File: src/rtl/reg_dump_pkg.sv
// Shared constants, FSM state encoding and checksum helper for the register dump block.
// Optional checksum trailer is enabled by defining REG_DUMP_CKSUM_EN.
package reg_dump_pkg;

    localparam int REG_ADDR_W = 5;
    localparam int REG_DATA_W = 32;
    localparam int BYTE_W     = 8;
    localparam int CKSUM_W    = 8;

    typedef enum logic [2:0] {
        ST_IDLE  = 3'd0,
        ST_FETCH = 3'd1,
        ST_SEND  = 3'd2,
`ifdef REG_DUMP_CKSUM_EN
        ST_CKSUM = 3'd3,
`endif
        ST_DONE  = 3'd4
    } state_t;

    // XOR of the four bytes of a word; folding per word equals XOR over the byte stream.
    function automatic logic [CKSUM_W-1:0] xor_bytes(input logic [REG_DATA_W-1:0] w);
        return w[31:24] ^ w[23:16] ^ w[15:8] ^ w[7:0];
    endfunction

endpackage

File: src/rtl/reg_dump_if.sv
// Bus bundle between the register dump block, the core register file and the serial transmitter.
interface reg_dump_if;
    import reg_dump_pkg::*;

    logic                  start;
    logic [REG_ADDR_W-1:0] rd_reg;
    logic [REG_DATA_W-1:0] rd_data;
    logic [BYTE_W-1:0]     tx_data;
    logic                  tx_valid;
    logic                  tx_ready;
    logic                  busy;
    logic                  stall;
    logic                  done;

    modport slave (
        input  start, rd_data, tx_ready,
        output rd_reg, tx_data, tx_valid, busy, stall, done
    );

    modport master (
        output start, rd_data, tx_ready,
        input  rd_reg, tx_data, tx_valid, busy, stall, done
    );

endinterface

File: src/rtl/reg_dump_ser.sv
// Word-to-byte serializer: MSB byte first, valid/ready handshake, flags the fourth transfer.
module reg_dump_ser
    import reg_dump_pkg::*;
(
    input  logic                  clk,
    input  logic                  rstn,
    input  logic                  load,
    input  logic [REG_DATA_W-1:0] word,
    input  logic                  tx_ready,
    output logic [BYTE_W-1:0]     tx_data,
    output logic                  tx_valid,
    output logic                  word_done
);

    logic [REG_DATA_W-1:0] shift_r;
    logic [1:0]            cnt_r;
    logic                  valid_r;

    // Shift register, byte counter and valid flag; a load always wins over a transfer.
    always_ff @(posedge clk) begin
        if (!rstn) begin
            shift_r <= '0;
            cnt_r   <= 2'd0;
            valid_r <= 1'b0;
        end else if (load) begin
            shift_r <= word;
            cnt_r   <= 2'd0;
            valid_r <= 1'b1;
        end else if (valid_r && tx_ready) begin
            shift_r <= {shift_r[REG_DATA_W-BYTE_W-1:0], {BYTE_W{1'b0}}};
            cnt_r   <= cnt_r + 2'd1;
            valid_r <= (cnt_r != 2'd3);
        end else begin
            shift_r <= shift_r;
            cnt_r   <= cnt_r;
            valid_r <= valid_r;
        end
    end

    assign tx_data   = shift_r[REG_DATA_W-1 -: BYTE_W];
    assign tx_valid  = valid_r;
    assign word_done = valid_r & tx_ready & (cnt_r == 2'd3);

endmodule

File: src/rtl/reg_dump.sv
// Register-file dump controller: walks registers FIRST_REG..FIRST_REG+NREG-1 and streams them bytewise.
// Define REG_DUMP_CKSUM_EN to append an XOR checksum byte after the data.
module reg_dump
    import reg_dump_pkg::*;
#(
    parameter int NREG      = 32,
    parameter int FIRST_REG = 0
) (
    input  logic       clk,
    input  logic       rstn,
    reg_dump_if.slave  bus
);

    localparam logic [REG_ADDR_W-1:0] FIRST_IDX = REG_ADDR_W'(FIRST_REG);
    localparam logic [REG_ADDR_W-1:0] LAST_IDX  = REG_ADDR_W'(FIRST_REG + NREG - 1);

    state_t                state_r, state_s;
    logic [REG_ADDR_W-1:0] idx_r, idx_s;
    logic                  load_s;
    logic                  word_done_s;
    logic                  ser_valid_s;
    logic [BYTE_W-1:0]     ser_data_s;
`ifdef REG_DUMP_CKSUM_EN
    logic [CKSUM_W-1:0]    cksum_r, cksum_s;
`endif

    reg_dump_ser u_ser (
        .clk       (clk),
        .rstn      (rstn),
        .load      (load_s),
        .word      (bus.rd_data),
        .tx_ready  (bus.tx_ready),
        .tx_data   (ser_data_s),
        .tx_valid  (ser_valid_s),
        .word_done (word_done_s)
    );

    // Next-state, index and checksum logic.
    always_comb begin
        state_s = state_r;
        idx_s   = idx_r;
        load_s  = 1'b0;
`ifdef REG_DUMP_CKSUM_EN
        cksum_s = cksum_r;
`endif
        case (state_r)
            ST_IDLE: begin
                if (bus.start) begin
                    idx_s   = FIRST_IDX;
                    state_s = ST_FETCH;
`ifdef REG_DUMP_CKSUM_EN
                    cksum_s = '0;
`endif
                end else begin
                    state_s = ST_IDLE;
                end
            end
            ST_FETCH: begin
                load_s  = 1'b1;
                state_s = ST_SEND;
`ifdef REG_DUMP_CKSUM_EN
                cksum_s = cksum_r ^ xor_bytes(bus.rd_data);
`endif
            end
            ST_SEND: begin
                if (word_done_s && (idx_r == LAST_IDX)) begin
`ifdef REG_DUMP_CKSUM_EN
                    state_s = ST_CKSUM;
`else
                    state_s = ST_DONE;
`endif
                end else if (word_done_s) begin
                    idx_s   = idx_r + 5'd1;
                    state_s = ST_FETCH;
                end else begin
                    state_s = ST_SEND;
                end
            end
`ifdef REG_DUMP_CKSUM_EN
            ST_CKSUM: begin
                if (bus.tx_ready) begin
                    state_s = ST_DONE;
                end else begin
                    state_s = ST_CKSUM;
                end
            end
`endif
            ST_DONE: state_s = ST_IDLE;
            default: state_s = ST_IDLE;
        endcase
    end

    // State, index and checksum registers.
    always_ff @(posedge clk) begin
        if (!rstn) begin
            state_r <= ST_IDLE;
            idx_r   <= FIRST_IDX;
`ifdef REG_DUMP_CKSUM_EN
            cksum_r <= '0;
`endif
        end else begin
            state_r <= state_s;
            idx_r   <= idx_s;
`ifdef REG_DUMP_CKSUM_EN
            cksum_r <= cksum_s;
`endif
        end
    end

    assign bus.rd_reg = idx_r;
    assign bus.busy   = (state_r != ST_IDLE);
    assign bus.stall  = (state_r != ST_IDLE);
    assign bus.done   = (state_r == ST_DONE);
`ifdef REG_DUMP_CKSUM_EN
    assign bus.tx_valid = ser_valid_s | (state_r == ST_CKSUM);
    assign bus.tx_data  = (state_r == ST_CKSUM) ? cksum_r : ser_data_s;
`else
    assign bus.tx_valid = ser_valid_s;
    assign bus.tx_data  = ser_data_s;
`endif

endmodule
File: src/flat_wrapper.sv
// flat-port wrapper written by rule: the top's interface ports become plain ports
module reg_dump_flat import reg_dump_pkg::*;
#(
    parameter int NREG      = 32,
    parameter int FIRST_REG = 0
)
  (clk, rstn, bus_start, bus_rd_data, bus_tx_ready, bus_rd_reg, bus_tx_data, bus_tx_valid, bus_busy, bus_stall, bus_done);
  reg_dump_if bus_i ();
  input  logic clk;
  input  logic rstn;
  input wire logic [$bits(bus_i.start)-1:0] bus_start;
  input wire logic [$bits(bus_i.rd_data)-1:0] bus_rd_data;
  input wire logic [$bits(bus_i.tx_ready)-1:0] bus_tx_ready;
  output wire logic [$bits(bus_i.rd_reg)-1:0] bus_rd_reg;
  output wire logic [$bits(bus_i.tx_data)-1:0] bus_tx_data;
  output wire logic [$bits(bus_i.tx_valid)-1:0] bus_tx_valid;
  output wire logic [$bits(bus_i.busy)-1:0] bus_busy;
  output wire logic [$bits(bus_i.stall)-1:0] bus_stall;
  output wire logic [$bits(bus_i.done)-1:0] bus_done;
  assign bus_i.start = bus_start;
  assign bus_i.rd_data = bus_rd_data;
  assign bus_i.tx_ready = bus_tx_ready;
  assign bus_rd_reg = bus_i.rd_reg;
  assign bus_tx_data = bus_i.tx_data;
  assign bus_tx_valid = bus_i.tx_valid;
  assign bus_busy = bus_i.busy;
  assign bus_stall = bus_i.stall;
  assign bus_done = bus_i.done;
  reg_dump #(.NREG(NREG), .FIRST_REG(FIRST_REG)) u_core (.clk(clk), .rstn(rstn), .bus(bus_i));
endmodule
File: config.mk
export PLATFORM = sky130hd
export DESIGN_NAME = reg_dump_flat
export DESIGN_NICKNAME = d
export VERILOG_FILES = /design/src/rtl/reg_dump_pkg.sv /design/src/rtl/reg_dump_if.sv /design/src/rtl/reg_dump_ser.sv /design/src/rtl/reg_dump.sv /design/src/flat_wrapper.sv
export SDC_FILE = /design/constraint.sdc
export NUM_CORES = 1
export LEC_CHECK = 0
export CAP_MARGIN = 10
export CORE_MARGIN = 10
export CORE_UTILIZATION = 43
export DETAILED_ROUTE_END_ITERATION = 10
export MAX_ROUTING_LAYER = met4
export PLACE_DENSITY = 0.75
export SLEW_MARGIN = 5
export SYNTH_ARGS = -nofsm -noshare
export SYNTH_HDL_FRONTEND = slang
export SYNTH_SLANG_ARGS = --single-unit
export TNS_END_PERCENT = 5
File: constraint.sdc
create_clock -name clk -period 1.65 [get_ports clk]
set_input_delay 0.33 -clock clk [delete_from_list [all_inputs] [get_ports clk]]
set_output_delay 0.33 -clock clk [all_outputs]
set_load 0.03 [all_outputs]
# Yosys cells after proc, flatten, opt, wreduce, memory -nomap -nowiden
# Cells that the tools add are included.
[op_classes] n_div=0 n_lt_le_gt_ge=0 muxes=13 n_bitwise=3 eq_ne=9 shifts=0 add_sub_neg=2 multipliers=0 reduce_logical=8
[op_table] operator="two-way mux 32 bit" count=2
[op_table] operator="two-way mux 5 bit" count=3
[op_table] operator="one-hot mux 5 bit (2 select lines)" count=1
[op_table] operator="one-hot mux 3 bit (3 select lines)" count=1
[op_table] operator="inequality test 2 bit (second input constant)" count=3
[op_table] operator="adder 5 x 1 -> 5 bit (second input constant)" count=1
[op_table] operator="== test 5 bit (second input constant)" count=1
[op_table] operator="two-way mux 1 bit" count=4
[op_table] operator="AND reduction 4 bit" count=1
[op_table] operator="nonzero test 2 bit" count=2
[op_table] operator="== test 3 x 1 -> 1 bit (second input constant)" count=1
[op_table] operator="== test 3 x 2 -> 1 bit (second input constant)" count=1
[op_table] operator="== test 3 bit (second input constant)" count=1
[op_table] operator="zero test 3 bit" count=1
[op_table] operator="two-way mux 3 bit" count=1
[op_table] operator="nonzero test 3 bit" count=1
[op_table] operator="adder 2 x 1 -> 2 bit (second input constant)" count=1
[op_table] operator="bitwise AND 1 bit" count=2
[op_table] operator="== test 2 bit (second input constant)" count=1
[op_table] operator="logical AND 1 bit" count=2
[op_table] operator="two-way mux 2 bit" count=1
[op_table] operator="inequality test 2 x 1 -> 1 bit (second input constant)" count=1
[op_table] operator="OR reduction 2 bit" count=1
[op_table] operator="inverter 1 bit" count=1
[totals] latchBits=0 inputBits=36 memories=0 output_inout_bits=17 mem_bits_ro=0 ram_bits=0 ff_bits=43

# Longest topological paths before layout
[logic_depth] depth_word=5 mapped_depth=6

# Cells and area by module
# From an unflattened synthesis, not the netlist that was laid out.
[unflattened] cells_unflattened=212 area_unflattened_um2=2035.7
[modules_own_cells] module="reg_dump_ser" area_per_inst_um2=1562.7 n_inst=1 cells_per_inst=165
[modules_own_cells] module="reg_dump" area_per_inst_um2=473.0 n_inst=1 cells_per_inst=47

# Worst setup path after synthesis
# No wires, ideal clock.
[synth_timing] kind="register to register" start="register u_core.idx_r[0] (netlist: u_core.bus.rd_reg[0])" end="register u_core.idx_r[2] (netlist: u_core.bus.rd_reg[2])" setup_ps=74 arrival_time_ps=1817 stages_incl_launch_ff=7 required_ps=1576 slack_ps=-241 n_path_buf=0 cell_sequence="dfxtp_1 ha_1 and3_1 ha_1 nand3b_1 or4_1 a31oi_1"
[synth_via] elab_chain_cells=4 elab_cells_between_ends=8 classes_between="add/sub: 1; eq/ne: 2; mux: 3; reduce/logical: 2"
[synth_lines] element="start: declaration" line="reg_dump.sv:18" text="logic [REG_ADDR_W-1:0] idx_r, idx_s;"
[synth_lines] element="start signal: assignment" line="reg_dump.sv:103" text="idx_r <= idx_s;"
[synth_lines] element="adder 5 x 1 -> 5 bit or == test 5 bit (tied branches)" line="reg_dump.sv:73, reg_dump.sv:66"
[synth_lines] element="two-way mux 5 bit or logical AND 1 bit (tied branches)" line="reg_dump.sv:72, reg_dump.sv:66"
[synth_lines] element="two-way mux 5 bit or inequality test 2 bit (tied branches)"
[synth_lines] element="one-hot mux 5 bit (2 select lines) or AND reduction 4 bit (tied branches)"
# Several ways; a longest one is shown, not always the timed one. The select of a mux whose other input is x is not followed.
# A chain may end at the register's enable or synchronous reset.

# Final worst setup path
[layout_timing] start="register u_core.idx_r[1] (netlist: u_core.bus.rd_reg[1])" end="register u_core.idx_r[2] (netlist: u_core.bus.rd_reg[2])"
# The elaborated chain is that of the path after synthesis.

==> impl_summary.md <==
Clocking
In this run, post-CTS hold repair placed 0 buffers. The clock sink count is between 40 and 50. The clock slew seen by the registers of the worst setup and hold paths is 0.08 ns. The cell sitting at the root of the clock tree is a sky130_fd_sc_hd__clkbuf_8. The CTS tree is yes. The insertion delay to the later sink of the worst-skew pair is ~0.30 ns. The clock passes through at most 2 buffers. The TritonCTS buffer count is 5. In this run the post-CTS setup repair buffer count came out at 0. The number of H-tree levels is 2.

Synth
The count of cell types in the netlist is 33. The most frequent cell after synthesis is sky130_fd_sc_hd__nand2_1. The number of flops mapped to enable cells by yosys is 0. The net count after synthesis is between 200 and 300. In the synthesized netlist the dominant register cell turns out to be sky130_fd_sc_hd__dfxtp_1. The post-synthesis instance area is approximately 2000 µm².

The synthesis warning total is 0. The commonest cells after synthesis are sky130_fd_sc_hd__nand2_1, sky130_fd_sc_hd__dfxtp_1, sky130_fd_sc_hd__nor2_1. For this run, the register share of the synthesized area comes to between 40 and 50%.

Sorting the synthesized cells by area gives the leading types as sky130_fd_sc_hd__dfxtp_1, sky130_fd_sc_hd__nand2_1, sky130_fd_sc_hd__a311oi_1. In the synthesized netlist the async set-or-reset flop fraction comes to 0%. Each instance of the synthesized netlist takes up on average between 8 and 9 µm². The largest total area in the synthesized netlist belongs to sky130_fd_sc_hd__dfxtp_1. After technology mapping, the gate count stands at approximately 240.

The flip-flop and latch count after synthesis is between 40 and 50. After synthesis, the largest area contributor takes up between 40% and 50% of total cell area.

Timing
Static timing analysis puts the maximum clock frequency at 0.580 GHz. The final worst clock skew is roughly 0.0061 ns. The headroom to the max-slew limit is just under 60%. The final number of hold-violating endpoints is 0. On the final layout, the worst hold slack is around 0.46 ns. The pin slew with the least headroom to its limit is 0.626 ns. The final critical path takes up 105% of the cycle. The number of pins exceeding their max-slew limit in the final report is 0. Setup violations remaining at the end of the flow were counted as 2. After layout, the worst setup slack is -0.0747 ns. After routing, the total negative slack on setup checks comes to -0.136 ns.

Subtracting the final worst setup slack from the clock period gives around 1.7 ns. Setup repair after global routing could not meet its margin everywhere.

Pwr
The worst voltage drop across the vdd grid is around 0.51 mV. The total power per unit cell area is approximately 820 nW/µm². The static power due to leakage is between 1 and 1.5 nW.

Die
The die boundary height is roughly 90 µm. In this run the standard cell core region covers 4380 µm². From left edge to right edge, the die measures just under 90 µm. The overall die area is between 7000 and 8000 µm². The starting density of the core is 44.6%. The count of standard-cell rows is 24. The count of boundary I/O pins is 53.

Cells and area
The count of cells in the finished layout, fillers not included, comes to between 300 and 400. Fill cells in the final layout number approximately 410. The multi-input combinational cells in the finished layout cover a total of just under 1000 µm².

The final net count is 330. The register with the most flip-flops in the layout has 32 of them. 0 antenna diodes ended up in the layout. In the final layout, flip-flops and latches occupy 868 µm². The finished cells cover about 2600 µm². Of the cells placed in the final design, the portion with a size suffix greater than 1 is between 10% and 20%. The area overhead of the layout relative to synthesis is 35.1%.

Critical path
The required time of the critical path is 1.88 ns. Along the worst path, the maximum fanout reaches 5. On the critical path, the stage with the largest delay is an instance of sky130_fd_sc_hd__or4_1. The sort of element at the start of the critical path is a flip-flop. Walking the worst path, the cells encountered are ha_4, and3_4, ha_4, nand3b_1, or4_1, a31oi_1. STA classifies the critical path endpoint as a flip-flop. The most prevalent standard cell on the critical path is sky130_fd_sc_hd__ha_4. By startpoint and endpoint, the worst setup path is classified as reg -> reg. Data arrives at the worst endpoint at approximately 2.0 ns.

The stage delay of the slowest cell on the critical path is between 0.4 and 0.5 ns. The path depth of the worst reg2reg path is 6.

Run
Across the run, the number of max-cap violations was 0.

Global route
The first global-routing pass estimated approximately 8.1 mm of wire. After global routing the overflow that remains totals 0. Entering global routing, the biggest net connects 58 pins. The via count of the first global-routing pass is approximately 1,700. Global routing consumed, over all layers together, between 10% and 20% of the routing resources. The number of antenna violations at the first check in global routing is 0.

Status
The checks that failed: setup timing. The flow ran to the end, but the final reports show violations.

Route
The final wirelength is between 4 and 5 mm. The length of the first detailed-routing pass in iterations is 4. In the final routed layout, each cell accounts on average for about 14 µm. The antenna violation net count after detailed routing is 0.

The post-route DRC violation count is 0. The mean number of vias per cell is between 5 and 6. For this block, the initial DRC count from the detailed router was about 120.

The total via count in the routed design is about 1,800.

Placed design
The last weighted congestion value of the routability-driven placer is approximately 0.84. The final HPWL from detailed placement is 3.29 mm. The number of I/O port buffers is 52. Once placement completed, the tool counted placed cells totaling between 300 and 400. After detailed placement, the total cell area comes to around 2500 µm².

Worst hold path
The cell count of the worst hold path is 2. The tightest min-delay check is of the reg -> reg type.
[cell usage in the layout, fill, tap and decap left out, types with 5 or more instances in the layout]
cell,n
sky130_fd_sc_hd__nand3_1,10
sky130_fd_sc_hd__dlymetal6s2s_1,7
sky130_fd_sc_hd__nand2_1,69
sky130_fd_sc_hd__clkdlybuf4s50_1,35
sky130_fd_sc_hd__clkbuf_8,5
sky130_fd_sc_hd__a311oi_1,24
sky130_fd_sc_hd__a21oi_1,11
sky130_fd_sc_hd__nor2_1,25
sky130_fd_sc_hd__dfxtp_1,41
sky130_fd_sc_hd__dlygate4sd2_1,7
sky130_fd_sc_hd__buf_4,15
[per-layer routing]
| metal | global-route usage (%) | share of wire, % | wire length (µm) | vias up |
|---|---|---|---|---|
| met5 | - | 0 | 0 | - |
| met4 | 4.35 | 1.4 | 65 | 0 |
| met3 | 4.49 | 7.0 | 332 | 6 |
| met2 | 19.0 | 45 | 2150 | 48 |
| met1 | 16.9 | 46 | 2180 | 784 |
| li1 | - | - | - | 929 |
[path summary, 6_finish.rpt]
check / slack, ns / to / from
max reg2reg: -0.07 / u_core.bus.rd_reg[2] / u_core.bus.rd_reg[1]
min: 0.46 / u_core.u_ser.cnt_r[1] / u_core.u_ser.cnt_r[1]
max: -0.07 / u_core.bus.rd_reg[2] / u_core.bus.rd_reg[1]
min reg2reg: 0.46 / u_core.u_ser.cnt_r[1] / u_core.u_ser.cnt_r[1]
[report_power, final]
part | internal (mW) | switching (mW) | total (mW)
logic | 0.190 | 0.197 | 0.387
registers | 1.10 | 0.0297 | 1.13
clock network | 0.290 | 0.356 | 0.646
total | 1.58 | 0.583 | 2.16
[layout make-up]
class,instances,share of cell area (%)
clock inverter,3,0.568
tap,52,2.46
clock buffer,5,2.61
timing repair buffer,67,24.8
sequential,43,32.9
inverter,2,0.284
multi-input combinational,172,36.4
[critical path: cells and delay by family, from the launching register on]
kind / cells / cell delay, ns
AO/OA/AOI/OAI: 1 / 0.13
adder cells (fa/ha/maj): 2 / 0.31
flip-flops: 1 / 0.36
AND/OR/NAND/NOR: 3 / 0.86
[timing repair]
item / CTS / global route
pin swaps: 1 / 15
endpoints found under the setup margin: 12 / 34
gates resized for setup: 14 / 8
[logic make-up after synthesis]
kind of cell,after synthesis,synth area share [%]
XOR/XNOR,1,0.448
AND/OR/NAND/NOR,124,27.8
multiplexers,1,0.512
adder cells (fa/ha/maj),3,1.92
AO/OA/AOI/OAI,43,16.4
flip-flops,43,44.0
buffers and inverters,28,8.83
[per-stage QoR]
stage / worst slack (ns) / util (%) / power, mW
final: -0.0747 / 60.2 / 2.16
after global routing: -0.188 / 60.2 / 2.28
after CTS: -0.0780 / 59.8 / 2.19
after detailed placement: -0.0933 / 57.8 / 1.55
after global placement: -0.0378 / 57.8 / 1.54
after floorplan: -0.0786 / - / 1.40
No activity file was read; power rests on OpenSTA's default activity.
